### config.mk
export PLATFORM = sky130hd
export DESIGN_NAME = alu_sequencer_flat
export DESIGN_NICKNAME = d
export VERILOG_FILES = /design/src/rtl/alu_sequencer_pkg.sv /design/src/rtl/alu_sequencer_if.sv /design/src/rtl/alu_seq_regfile.sv /design/src/rtl/alu_sequencer.sv /design/src/flat_wrapper.sv
export SDC_FILE = /design/constraint.sdc
export NUM_CORES = 1
export LEC_CHECK = 0
export BUFFER_PORTS_ARGS = -buffer_cell sky130_fd_sc_hd__buf_2
export CAP_MARGIN = 20
export CORE_MARGIN = 2
export CORE_UTILIZATION = 60
export CTS_CLUSTER_DIAMETER = 200
export DETAILED_ROUTE_END_ITERATION = 6
export GPL_ROUTABILITY_DRIVEN = 0
export PLACE_DENSITY_LB_ADDON = 0.05
export SLEW_MARGIN = 20
export SYNTH_ARGS = -nofsm -noshare
export SYNTH_HDL_FRONTEND = slang
export SYNTH_SLANG_ARGS = --single-unit
### constraint.sdc
create_clock -name clk -period 3.09 [get_ports clk]
set_clock_uncertainty 0.05 [all_clocks]
set_input_delay 0.1545 -clock clk [delete_from_list [all_inputs] [get_ports clk]]
set_output_delay 0.1545 -clock clk [all_outputs]
set_load 0.05 [all_outputs]
### src/rtl/alu_sequencer_pkg.sv
// Shared opcode, state and flag definitions for the alu_sequencer block.
// The optional saturation feature is selected with the ALU_SEQ_SATURATE_EN macro.
package alu_sequencer_pkg;

    typedef enum logic [2:0] {
        OP_ADD = 3'b000,
        OP_SUB = 3'b001,
        OP_AND = 3'b010,
        OP_OR  = 3'b011,
        OP_XOR = 3'b100,
        OP_MOV = 3'b101,
        OP_LDI = 3'b110,
        OP_NOP = 3'b111
    } opcode_e;

    typedef enum logic [1:0] {
        ST_FETCH = 2'b00,
        ST_IMM   = 2'b01,
        ST_EXEC  = 2'b10,
        ST_WB    = 2'b11
    } state_e;

    localparam int FLAG_Z = 3;
    localparam int FLAG_N = 2;
    localparam int FLAG_C = 1;
    localparam int FLAG_V = 0;

    // Signed overflow of a - b, derived from operand and result sign bits.
    function automatic logic sub_overflow(input logic [7:0] a, input logic [7:0] b,
                                          input logic [7:0] r);
        return (a[7] != b[7]) && (r[7] != a[7]);
    endfunction

endpackage

### src/rtl/alu_sequencer_if.sv
// Instruction byte valid/ready channel into the sequencer.
interface alu_sequencer_if;
    logic       instr_valid;
    logic       instr_ready;
    logic [7:0] instr_data;

    modport master (output instr_valid, output instr_data, input instr_ready);
    modport slave  (input instr_valid, input instr_data, output instr_ready);
endinterface

### src/rtl/alu_seq_regfile.sv
// Four 8-bit general registers: two async operand reads, an async debug read,
// one synchronous write port, asynchronous reset to REG_INIT.
module alu_seq_regfile #(
    parameter logic [7:0] REG_INIT = 8'h00
) (
    input  logic       clk,
    input  logic       rst,
    input  logic       we_i,
    input  logic [1:0] waddr_i,
    input  logic [7:0] wdata_i,
    input  logic [1:0] rd_addr_i,
    input  logic [1:0] rs_addr_i,
    input  logic [1:0] dbg_sel_i,
    output logic [7:0] rd_data_o,
    output logic [7:0] rs_data_o,
    output logic [7:0] dbg_data_o
);

    logic [7:0] regs_q [4];

    // Register storage with single write port.
    always_ff @(posedge clk or posedge rst) begin
        if (rst) begin
            for (int i = 0; i < 4; i++) begin
                regs_q[i] <= REG_INIT;
            end
        end else if (we_i) begin
            regs_q[waddr_i] <= wdata_i;
        end
    end

    assign rd_data_o  = regs_q[rd_addr_i];
    assign rs_data_o  = regs_q[rs_addr_i];
    assign dbg_data_o = regs_q[dbg_sel_i];

endmodule

### src/rtl/alu_sequencer.sv
// Multicycle FETCH/IMM/EXEC/WB sequencer driving an external ALU.
// Define ALU_SEQ_SATURATE_EN to saturate ADD/SUB results on signed overflow.
module alu_sequencer
    import alu_sequencer_pkg::*;
#(
    parameter logic [7:0] REG_INIT   = 8'h00,
    parameter int         DONE_PULSE = 1
) (
    input  logic                  clk,
    input  logic                  rst,
    alu_sequencer_if.slave        instr_if,
    output logic [2:0]            alu_op,
    output logic [7:0]            alu_a,
    output logic [7:0]            alu_b,
    input  logic [7:0]            alu_result,
    input  logic                  alu_cout,
    input  logic                  alu_overflow,
    output logic                  done,
    output logic [3:0]            flags,
    input  logic [1:0]            dbg_sel,
    output logic [7:0]            dbg_data
);

    state_e     state_q;
    logic [7:1] instr_q;
    logic [7:0] res_q;
    logic [1:0] cv_q;
    logic [3:0] flags_q;
    logic [3:0] flags_d;
    logic       done_q;

    opcode_e    op_s;
    opcode_e    in_op_s;
    logic [7:0] rd_data_s;
    logic [7:0] rs_data_s;
    logic [7:0] raw_res_s;
    logic [7:0] exec_res_s;
    logic       exec_c_s;
    logic       exec_v_s;
    logic       wb_en_s;
    logic       wb_z_s;
    logic       wb_n_s;

    assign op_s    = opcode_e'(instr_q[7:5]);
    assign in_op_s = opcode_e'(instr_if.instr_data[7:5]);
    assign wb_en_s = (state_q == ST_WB) && (op_s != OP_NOP);
    assign wb_z_s  = (res_q == 8'h00);
    assign wb_n_s  = res_q[7];

    alu_seq_regfile #(.REG_INIT(REG_INIT)) u_regfile (
        .clk        (clk),
        .rst        (rst),
        .we_i       (wb_en_s),
        .waddr_i    (instr_q[4:3]),
        .wdata_i    (res_q),
        .rd_addr_i  (instr_q[4:3]),
        .rs_addr_i  (instr_q[2:1]),
        .dbg_sel_i  (dbg_sel),
        .rd_data_o  (rd_data_s),
        .rs_data_o  (rs_data_s),
        .dbg_data_o (dbg_data)
    );

    // Raw execute result and carry/overflow for the latched opcode.
    always_comb begin
        raw_res_s = alu_result;
        exec_c_s  = 1'b0;
        exec_v_s  = 1'b0;
        case (op_s)
            OP_ADD: begin
                exec_c_s = alu_cout;
                exec_v_s = alu_overflow;
            end
            OP_SUB: begin
                exec_c_s = alu_cout;
                exec_v_s = sub_overflow(rd_data_s, rs_data_s, alu_result);
            end
            OP_AND, OP_OR, OP_XOR: begin
                exec_c_s = 1'b0;
                exec_v_s = 1'b0;
            end
            OP_MOV:  raw_res_s = rs_data_s;
            default: raw_res_s = alu_result;
        endcase
    end

    // Optional clamp of overflowing ADD/SUB results; C and V stay as computed.
    always_comb begin
`ifdef ALU_SEQ_SATURATE_EN
        if (((op_s == OP_ADD) || (op_s == OP_SUB)) && exec_v_s) begin
            exec_res_s = rd_data_s[7] ? 8'h80 : 8'h7F;
        end else begin
            exec_res_s = raw_res_s;
        end
`else
        exec_res_s = raw_res_s;
`endif
    end

    // Writeback flag update: MOV/LDI keep C,V; NOP keeps everything.
    always_comb begin
        flags_d = flags_q;
        case (op_s)
            OP_ADD, OP_SUB, OP_AND, OP_OR, OP_XOR: begin
                flags_d = {wb_z_s, wb_n_s, cv_q};
            end
            OP_MOV, OP_LDI: begin
                flags_d[FLAG_Z] = wb_z_s;
                flags_d[FLAG_N] = wb_n_s;
            end
            default: flags_d = flags_q;
        endcase
    end

    // Sequencer FSM with registered result, flags and done.
    always_ff @(posedge clk or posedge rst) begin
        if (rst) begin
            state_q <= ST_FETCH;
            instr_q <= 7'h00;
            res_q   <= 8'h00;
            cv_q    <= 2'b00;
            flags_q <= 4'b0000;
            done_q  <= 1'b0;
        end else begin
            case (state_q)
                ST_FETCH: begin
                    if (instr_if.instr_valid) begin
                        instr_q <= instr_if.instr_data[7:1];
                        done_q  <= (in_op_s == OP_NOP);
                        case (in_op_s)
                            OP_LDI:  state_q <= ST_IMM;
                            OP_NOP:  state_q <= ST_WB;
                            default: state_q <= ST_EXEC;
                        endcase
                    end
                end
                ST_IMM: begin
                    if (instr_if.instr_valid) begin
                        res_q   <= instr_if.instr_data;
                        done_q  <= 1'b1;
                        state_q <= ST_WB;
                    end
                end
                ST_EXEC: begin
                    res_q   <= exec_res_s;
                    cv_q    <= {exec_c_s, exec_v_s};
                    done_q  <= 1'b1;
                    state_q <= ST_WB;
                end
                ST_WB: begin
                    flags_q <= flags_d;
                    done_q  <= (DONE_PULSE == 0);
                    state_q <= ST_FETCH;
                end
                default: state_q <= ST_FETCH;
            endcase
        end
    end

    assign instr_if.instr_ready = (state_q == ST_FETCH) || (state_q == ST_IMM);
    assign alu_op = instr_q[7:5];
    assign alu_a  = rd_data_s;
    assign alu_b  = rs_data_s;
    assign done   = done_q;
    assign flags  = flags_q;

endmodule

### src/flat_wrapper.sv
// flat-port wrapper written by rule: the top's interface ports become plain ports
module alu_sequencer_flat import alu_sequencer_pkg::*;
#(
    parameter logic [7:0] REG_INIT   = 8'h00,
    parameter int         DONE_PULSE = 1
)
  (clk, rst, alu_op, alu_a, alu_b, alu_result, alu_cout, alu_overflow, done, flags, dbg_sel, dbg_data, instr_if_instr_valid, instr_if_instr_data, instr_if_instr_ready);
  alu_sequencer_if instr_if_i ();
  input  logic clk;
  input  logic rst;
  output logic [2:0] alu_op;
  output logic [7:0] alu_a;
  output logic [7:0] alu_b;
  input  logic [7:0] alu_result;
  input  logic alu_cout;
  input  logic alu_overflow;
  output logic done;
  output logic [3:0] flags;
  input  logic [1:0] dbg_sel;
  output logic [7:0] dbg_data;
  input wire logic [$bits(instr_if_i.instr_valid)-1:0] instr_if_instr_valid;
  input wire logic [$bits(instr_if_i.instr_data)-1:0] instr_if_instr_data;
  output wire logic [$bits(instr_if_i.instr_ready)-1:0] instr_if_instr_ready;
  assign instr_if_i.instr_valid = instr_if_instr_valid;
  assign instr_if_i.instr_data = instr_if_instr_data;
  assign instr_if_instr_ready = instr_if_i.instr_ready;
  alu_sequencer #(.REG_INIT(REG_INIT), .DONE_PULSE(DONE_PULSE)) u_core (.clk(clk), .rst(rst), .instr_if(instr_if_i), .alu_op(alu_op), .alu_a(alu_a), .alu_b(alu_b), .alu_result(alu_result), .alu_cout(alu_cout), .alu_overflow(alu_overflow), .done(done), .flags(flags), .dbg_sel(dbg_sel), .dbg_data(dbg_data));
endmodule
* After elaboration in Yosys (flattened, before gate mapping)
Cells that the tools add are included.
** Storage, ports and cells
- Memory bits (writable) :: 0
- ROM bits :: 0
- Memories kept :: 0
- Input bits :: 23
- Register bits :: 56
- Latch bits :: 0
** Cells by class
- Multiplexer cells :: 24
- Divide/modulo/power cells :: 0
- Reductions and logical operators :: 16
- Add/sub/neg operators :: 0
- Bitwise logic cells :: 3
- Magnitude comparators :: 4
- $mul :: 0
- Shift operators :: 0
- Equality and inequality tests :: 16
** Operators with widths (count)
- $mux W8 :: 9
- $bmux W8 S2 :: 3
- $bwmux W32 :: 1
- $demux W8 S2 :: 1
- $pmux W8 S2 :: 1
- $eq A3 B3 Y1 const B :: 5
- $reduce_and A2 Y1 :: 5
- $ge A3 B3 Y1 const B :: 3
- $not A2 Y3 :: 3
- $logic_not A8 Y1 :: 1
- $pmux W2 S4 :: 1
- $reduce_or A7 Y1 :: 1
- $eq A3 B2 Y1 const B :: 2
- $reduce_or A5 Y1 :: 1
- $eq A2 B2 Y1 const B :: 2
- $mux W2 :: 2
- $ne A2 B2 Y1 const B :: 2
- $pmux W1 S4 :: 1
- $pmux W2 S2 :: 1
- $eq A3 B1 Y1 const B :: 1
- $logic_and A1 B1 Y1 :: 3
- $logic_not A3 Y1 :: 1
- $lt A3 B1 Y1 const B :: 1
- $mux W1 :: 3
- other kinds (8) :: 9

* Longest topological paths before layout
Gate-level depths: netlist (run 1).
- Word-level depth :: 7
- Mapped depth :: 7
- Mapped depth without buffers :: 6

* Cells and area by module
A second synthesis (run 1) with hierarchy kept.
** Unflattened totals
- Cells, all modules :: 214
- Area, all modules :: 3090.5 sq um
** Modules (own cells, without submodules)
- alu_seq_regfile :: seq. area each 800.8 sq um, area each 1786.7 sq um, cells each 99, instances 1
- alu_sequencer :: seq. area each 600.6 sq um, area each 1303.8 sq um, cells each 115, instances 1

* Least setup slack after synthesis (run 1)
OpenSTA, ideal clock, no wires.
- Path type :: flip-flop to flip-flop
- Start :: reg u_core.instr_q[2] (netlist name)
- End :: reg u_core.res_q[3]
- Arrival time :: 1.787 ns
- Data required time :: 2.898 ns
- Slack :: 1.111 ns
- Path buffers :: 1
- Stages on the path, launching flop included :: 5
- Library setup time :: 0.142 ns
- Cells stage by stage :: dfrtp_1 -> clkbuf_1 -> mux4_1 -> mux2i_1 -> o221ai_1
** On the way
- Word-level cells in the longest chain between the ends :: 6
** RTL lines
- start, declared :: line alu_sequencer.sv:25 : logic [7:1] instr_q;
- start signal, assigned :: line alu_sequencer.sv:128 : instr_q <= instr_if.instr_data[7:1];
- $not A2 Y3 (not written as such) :: line alu_seq_regfile.sv:33 : assign rs_data_o = regs_q[rs_addr_i];
- $bmux W8 S2 :: line alu_seq_regfile.sv:33
- $mux W8 (not written as such) (2 in series) :: line alu_seq_regfile.sv:33
- net alu_b[3] :: line flat_wrapper.sv:13 : output logic [7:0] alu_b;
- $mux W8 :: line alu_sequencer.sv:69 : case (op_s)
- $pmux W8 S2 :: line alu_sequencer.sv:125 : case (state_q)
- end signal, assigned :: line alu_sequencer.sv:139 : res_q <= instr_if.instr_data;
- end signal, assigned :: line alu_sequencer.sv:145 : res_q <= exec_res_s;
- end, declared :: line alu_sequencer.sv:26 : logic [7:0] res_q;
The timed path passes the listed nets, and every way through them passes these cells. The select of a mux whose other input is x is not followed.
A chain may end at the register's enable or synchronous reset.

* Worst setup path in the final report (run 1)
- Start :: reg u_core.state_q[0]
- End :: reg u_core.u_regfile.regs_q[27] (netlist name)
** On the way
- Word-level cells in the longest chain between the ends :: 2
** RTL lines
- start, declared :: line alu_sequencer.sv:24 : state_e state_q;
- start signal, assigned :: line alu_sequencer.sv:118 : state_q <= ST_FETCH;
- start signal, assigned :: line alu_sequencer.sv:131 : OP_LDI: state_q <= ST_IMM;
- start signal, assigned :: line alu_sequencer.sv:132 : OP_NOP: state_q <= ST_WB;
- $eq A2 B2 Y1 :: line alu_sequencer.sv:46 : assign wb_en_s = (state_q == ST_WB) && (op_s != OP_NOP);
- $logic_and A1 B1 Y1 :: line alu_sequencer.sv:46
- end signal, assigned by index :: line alu_seq_regfile.sv:28 : regs_q[waddr_i] <= wdata_i;
- end, declared :: line alu_seq_regfile.sv:19 : logic [7:0] regs_q [4];
No other way between the ends.

==> results by group, run 1 <==
Place
  • Port bufs: 55
  • DP Wirelength: 5180 um

Clock tree
  • TritonCTS Buffers: 5
  • Clock tree from TritonCTS: yes
  • Clk root buf: clkbuf_8
  • Cts repair resizes: 0
  • H-tree levels: 2
  • # clock sinks: 56
  • CTS max path bufs: 2
  • Clock-pin slew on the worst setup and hold paths: 0.10 ns
  • Skew-Pair Late Insertion Delay: 0.31 ns

Routing
  • Via count: 2237
  • Drt initial violations: 218
  • DR vias/cell: 6.43
  • ANT nets after route: 0
  • Residual DRC: 0
  • DR pass1 iterations: 4
  • Final WL: 7500 um
  • Routed length per instance: 21.6 um

Logic synthesis
  • Largest family of logic cells by synthesized area: multiplexers
  • Post-synth EDFFs: 0
  • Post-Synth Adder-Cell Area: 2.02%
  • Warnings from Yosys: 0
  • Ys async rst share: 100%
  • Post-synthesis mux area share: 35.4%
  • Synth Register Bits: 56
  • Mapped cell area: 3100 um2
  • Mean Syn Cell Area: 13.6 um2
  • Distinct cells, synth: 34
  • Seq/Total Area, Yosys: 45.3%
  • Compound-Gate Fraction of Synth Area: 6.59%
  • Cells after Synth: 227
  • Net count after synthesis: 255
  • Simple-gate share of the synthesized area: 7.56%
  • Post-Synth XOR/XNOR Area: 0%
  • Primary FF master, synth: dfrtp_1

Worst setup path
  • Bufs and invs on worst path: 0
  • CP startpoint kind: flop
  • Slowest Stage Delay on Critical Path: 0.74 ns
  • Worst path cell trace: ha_1 > nand2_1 > nor3_2 > mux2_2
  • Critical path's slowest cell: nor3_2
  • Critical path endpoint category: flop
  • Critical Path RT: 3.23 ns
  • Setup CP Type: reg -> reg
  • Crit-path leading delay family: simple AND/OR/NAND/NOR gates
  • CP arrival: 2.36 ns
  • CP Max Fanout: 8

Global routing
  • Total gr overflow: 0
  • Grt met3 use: 5.69%
  • Largest net degree at the start of global routing: 34
  • M1 GR Usage: 38.8%
  • M2 GR Usage: 44.6%
  • Tot GR Track Use: 28.2%
  • Initial antenna violation count: 0
  • Global route hottest layer: met2
  • First-pass GRT wire length: 11600 um
  • Vias in the first global route: 2211

Die
  • Die height: 75.8 um
  • Die area: 5750 um2
  • Die width: 75.8 um
  • Floorplan row count: 26
  • Core Box Area: 5040 um2
  • Starting Density: 61.4%
  • I/O pins: 56

Timing
  • Fin crit period: 2.22 ns
  • Setup violators final: 0
  • Setup TNS: 0 ns
  • Tightest Pin Transition: 0.939 ns
  • Slew margin rel.: 37.1%
  • Tcrit/Tclk final: 71.7%
  • Final Max Slew Viols: 0
  • Hold Violations, Final: 0
  • Fmax: 0.451 GHz
  • RSZ-0062 raised after global routing: false

Cells and area
  • Most frequent cells in the layout: 56 x dfrtp_1, 55 x buf_2, 40 x mux2_2
  • Nets: 306
  • Multi-input logic area: 1600 um2
  • Layout cells sized above 1: 44.2%
  • Fillcell total: 361
  • ANT cells: 0
  • Seq. cell area: 1400 um2
  • Most common cell after layout, fill and taps aside: dfrtp_1
  • Layout area overhead: 13.3%

Status
  • Status: finished clean

Hold path
  • Worst hold-check path type: in -> reg

Job
  • MaxCap Viol Count: 0
==> tightest hold or removal path: cells and delay by family <==
kind / cells / cell delay (ns)
buffers and inverters: 1 / 0.08
AND/OR/NAND/NOR: 1 / 0.06
AO/OA/AOI/OAI: 1 / 0.07
==> path summary, 6_finish.rpt <==
check                           slack [ns]  depth (start not counted)               from                           to
worst max-delay path                  0.87                          4  u_core.state_q[0]  u_core.u_regfile.regs_q[27]
worst min-delay path                  0.03                          3           alu_cout               u_core.cv_q[1]
worst max register to register        0.87                          4  u_core.state_q[0]  u_core.u_regfile.regs_q[27]
worst min register to register        0.44                          2    u_core.flags[1]              u_core.flags[1]
max in group asynchronous             1.72                          4                rst   u_core.u_regfile.regs_q[0]
min in group asynchronous             0.45                          3                rst  u_core.u_regfile.regs_q[22]
==> kinds of logic after synthesis <==
logic type | after synthesis
AO/OA/AOI/OAI | 31
adder cells (fa/ha/maj) | 5
flip-flops | 56
multiplexers | 72
buffers and inverters | 20
AND/OR/NAND/NOR | 43
==> layer usage <==
layer / up-vias / wire, um
met5: - / 0
li1: 975 / -
met3: 16 / 547
met4: 0 / 161
met1: 1136 / 3100
met2: 110 / 3690
==> repair_timing <==
action / 4_1_cts / 5_1_grt
endpoints found under the hold margin: 32 / 1
hold buffers: 1 / 1
buffers inserted: 0 / 0
==> per-stage QoR <==
| stage | hold slack (ns) | std cells | cell area [um2] | setup slack, ns | utilization [%] |
|---|---|---|---|---|---|
| global route | 0.0412 | 348 | 3510 | 0.771 | 69.6 |
| finish | 0.0300 | 348 | 3510 | 0.875 | 69.6 |
| global placement | 0.256 | 339 | 3390 | 0.930 | 67.3 |
| CTS | 0.0152 | 347 | 3500 | 0.897 | 69.4 |
| detailed placement | 0.254 | 339 | 3390 | 0.924 | 67.3 |
| floorplan | 0.245 | 227 | 3100 | 1.11 | - |
==> synth_stat cells, types with 5 or more instances <==
cell type | number | share of area, %
ha_1 | 5 | 2.0
o221ai_1 | 7 | 2.0
a21oi_1 | 8 | 1.3
inv_1 | 6 | 0.73
dfrtp_1 | 56 | 45
mux4_2 | 17 | 12
mux2_2 | 40 | 15
nor2b_1 | 8 | 1.6
o21ai_0 | 8 | 1.3
nand2_1 | 15 | 1.8
clkbuf_1 | 8 | 0.97
mux2i_1 | 8 | 2.6
mux4_1 | 7 | 5.9
==> layout make-up <==
cell class	instances	share of cell area (%)
Clock buffer	7	2.75
Inverter	6	0.642
Multi-Input combinational cell	151	45.5
Sequential cell	56	39.9
Tap cell	70	2.50
Timing Repair Buffer	58	8.63
==> sequential cells by signal, indices dropped and copies added, names as in the netlist <==
name	cells
u_core.flags	4
u_core.cv_q	2
u_core.res_q	8
u_core.done	1
u_core.state_q	2
u_core.u_regfile.regs_q	32
u_core.instr_q	7
Power of run 1 is left out: the tool's default activity adds up to more than one toggle a clock period on the data nets, which glitch-free logic cannot reach.
==> run 2, diff against run 1 <==
--- a/config.mk
+++ b/config.mk
@@ -8,7 +8,7 @@
 export BUFFER_PORTS_ARGS = -buffer_cell sky130_fd_sc_hd__buf_2
 export CAP_MARGIN = 20
 export CORE_MARGIN = 2
-export CORE_UTILIZATION = 60
+export CORE_UTILIZATION = 50
 export CTS_CLUSTER_DIAMETER = 200
 export DETAILED_ROUTE_END_ITERATION = 6
 export GPL_ROUTABILITY_DRIVEN = 0
==> constraint.sdc (replaced) <==
create_clock -name clk -period 2 [get_ports clk]
set_clock_uncertainty 0.05 [all_clocks]
set_input_delay 0.1 -clock clk [delete_from_list [all_inputs] [get_ports clk]]
set_output_delay 0.1 -clock clk [all_outputs]
set_load 0.05 [all_outputs]
==> run 2 against run 1 <==
Effect of this change:
- maximum frequency up 17%
- sequential cell count unchanged
- global-route usage fell by 4.1 points
- critical path depth stayed put
- first-iteration DRC count decreased by 56%
- via count decreased by 3.2%
- core utilization decreased by 8.3 points
- cell count increased by 6.0%
- non-clock buffer count rose by 15
- sequential share of layout area down 1.5 points
- register-to-register slack worse by 0.77 ns
- routed wire length shrank 0.32%
==> results by group, run 2 (synthesis results as in run 1) <==
Global routing
  • M1 GR Usage: 33.9% (was 38.8%)
  • First-pass GRT wire length: 11800 um (was 11600 um)
  • M2 GR Usage: 38.6% (was 44.6%)
  • Grt met3 use: 4.24% (was 5.69%)
  • Vias in the first global route: 2200 (was 2211)
  • Total gr overflow: 0 (unchanged)
  • Tot GR Track Use: 24.1% (was 28.2%)
  • Largest net degree at the start of global routing: 41 (was 34)
  • Global route hottest layer: met2 (unchanged)
  • Initial antenna violation count: 0 (unchanged)

Routing
  • Via count: 2165 (was 2237)
  • Drt initial violations: 97 (was 218)
  • Routed length per instance: 20.3 um (was 21.6 um)
  • Final WL: 7480 um (was 7500 um)
  • ANT nets after route: 0 (unchanged)
  • DR vias/cell: 5.87 (was 6.43)
  • DR pass1 iterations: 4 (unchanged)
  • Residual DRC: 0 (unchanged)

Cells and area
  • Nets: 321 (was 306)
  • Layout cells sized above 1: 45.9% (was 44.2%)
  • Reg with most FFs: u_core.u_regfile.regs_q (unchanged)
  • Fin util: 61.2% (was 69.6%)
  • Final Non-Filler Cells: 369 (was 348)
  • Largest regs: u_core.u_regfile.regs_q (32), u_core.res_q (8), u_core.instr_q (7) (unchanged)
  • Fillcell total: 520 (was 361)
  • Layout area overhead: 17.8% (was 13.3%)
  • Max reg flops: 32 (unchanged)
  • Most frequent cells in the layout: 55 x buf_2, 55 x dfrtp_1, 40 x mux2_2 (was 56 x dfrtp_1, 55 x buf_2, 40 x mux2_2)
  • ANT cells: 0 (unchanged)

Timing
  • Final Max Slew Viols: 0 (unchanged)
  • Setup TNS: 0 ns (unchanged)
  • Setup violators final: 0 (unchanged)
  • Tightest Pin Transition: 0.461 ns (was 0.939 ns)
  • Tcrit/Tclk final: 95.0% (was 71.7%)
  • RSZ-0062 raised after global routing: false (unchanged)
  • Hold Violations, Final: 0 (unchanged)
  • Fin crit period: 1.90 ns (was 2.22 ns)
  • Slew margin rel.: 69.2% (was 37.1%)
  • Fmax: 0.527 GHz (was 0.451 GHz)
  • Worst hold margin: 0.0112 ns (was 0.0300 ns)

Worst setup path
  • Critical Path RT: 2.20 ns (was 3.23 ns)
  • CP startpoint kind: flop (unchanged)
  • RR Startpoint: u_core.instr_q[1] (was u_core.state_q[0])
  • Slowest Stage Delay on Critical Path: 0.59 ns (was 0.74 ns)
  • Setup CP Type: reg -> reg (unchanged)
  • Crit-path leading delay family: multiplexers (was simple AND/OR/NAND/NOR gates)
  • Critical path's slowest cell: mux4_2 (was nor3_2)
  • Critical path endpoint category: flop (unchanged)
  • Crit path launch: u_core.instr_q[1] (was u_core.state_q[0])
  • CP arrival: 2.10 ns (was 2.36 ns)
  • CP Max Fanout: 6 (was 8)
  • Worst path cell trace: mux4_2 > or3b_1 > a21oi_1 > a221o_1 (was ha_1 > nand2_1 > nor3_2 > mux2_2)
  • Bufs and invs on worst path: 0 (unchanged)

Clock tree
  • # clock sinks: 56 (unchanged)
  • Clock-pin slew on the worst setup and hold paths: 0.09 ns (was 0.10 ns)
  • Clk root buf: clkbuf_8 (unchanged)
  • Skew-Pair Late Insertion Delay: 0.31 ns (about the same)
  • CTS max path bufs: 2 (unchanged)
  • Post-CTS Setup Inserts: 0 (unchanged)
  • H-tree levels: 2 (unchanged)
  • Clock tree from TritonCTS: yes (unchanged)
  • TritonCTS Buffers: 5 (unchanged)

Status
  • Status: finished clean (unchanged)

Hold path
  • Worst hold-check path type: in -> reg (unchanged)
  • HP Start: instr_if_instr_data[1] (was alu_cout)

Place
  • Placed insts: 355 (was 339)
  • Port bufs: 55 (unchanged)
  • DP Wirelength: 5310 um (was 5180 um)

Die
  • Die width: 82.7 um (was 75.8 um)
  • I/O pins: 56 (unchanged)
  • Die height: 82.7 um (was 75.8 um)
  • Floorplan row count: 28 (was 26)
  • Starting Density: 52.0% (was 61.4%)
  • Die area: 6840 um2 (was 5750 um2)
  • Core Box Area: 5960 um2 (was 5040 um2)

Job
  • MaxCap Viol Count: 0 (unchanged)
-- run 2: area by class of cell --
cell class | instances | area (um2) | area share, %
Timing Repair Buffer | 73 | 438 | 12.0
Clock buffer | 8 | 90.1 | 2.47
Sequential cell | 56 | 1400 | 38.5
Multi-Input combinational cell | 151 | 1600 | 43.9
Tap cell | 75 | 93.8 | 2.57
Inverter | 6 | 22.5 | 0.617
-- run 2: metrics by stage --
stage	area, um2	setup WS (ns)
floorplan	3100	0.0214
global placement	3490	0.179
detailed placement	3490	0.114
CTS	3640	0.0414
global route	3650	0.00604
finish	3650	0.101
-- run 2: worst register-to-register path: stages, from the launching register on --
cell	delay, ns
dfrtp_1	0.55
mux4_2	0.59
or3b_1	0.37
a21oi_1	0.15
a221o_1	0.13
-- run 2: path summary, 6_finish.rpt --
kind	cells after the start	slack, ns	end
setup / recovery	4	0.10	u_core.cv_q[0]
hold / removal	2	0.01	u_core.instr_q[1]
setup reg to reg	4	0.10	u_core.cv_q[0]
hold reg to reg	2	0.43	u_core.flags[1]
max in group asynchronous	4	1.09	u_core.instr_q[2]
min in group asynchronous	3	0.26	u_core.done
-- run 2: what timing repair did --
item / CTS / global route
hold buffers: 6 / 0
endpoints found under the setup margin: 1 / 7
pin swaps: 0 / 0
gates resized for setup: 1 / 1
hold endpoints to repair: 21 / 0
-- run 2: metal layers --
metal,part of all wire [%],vias up
li1,-,1011
met1,46,1088
met2,48,56
met3,4.3,10
met4,1.6,0
met5,0,-
Power of run 2 is left out for the same reason.
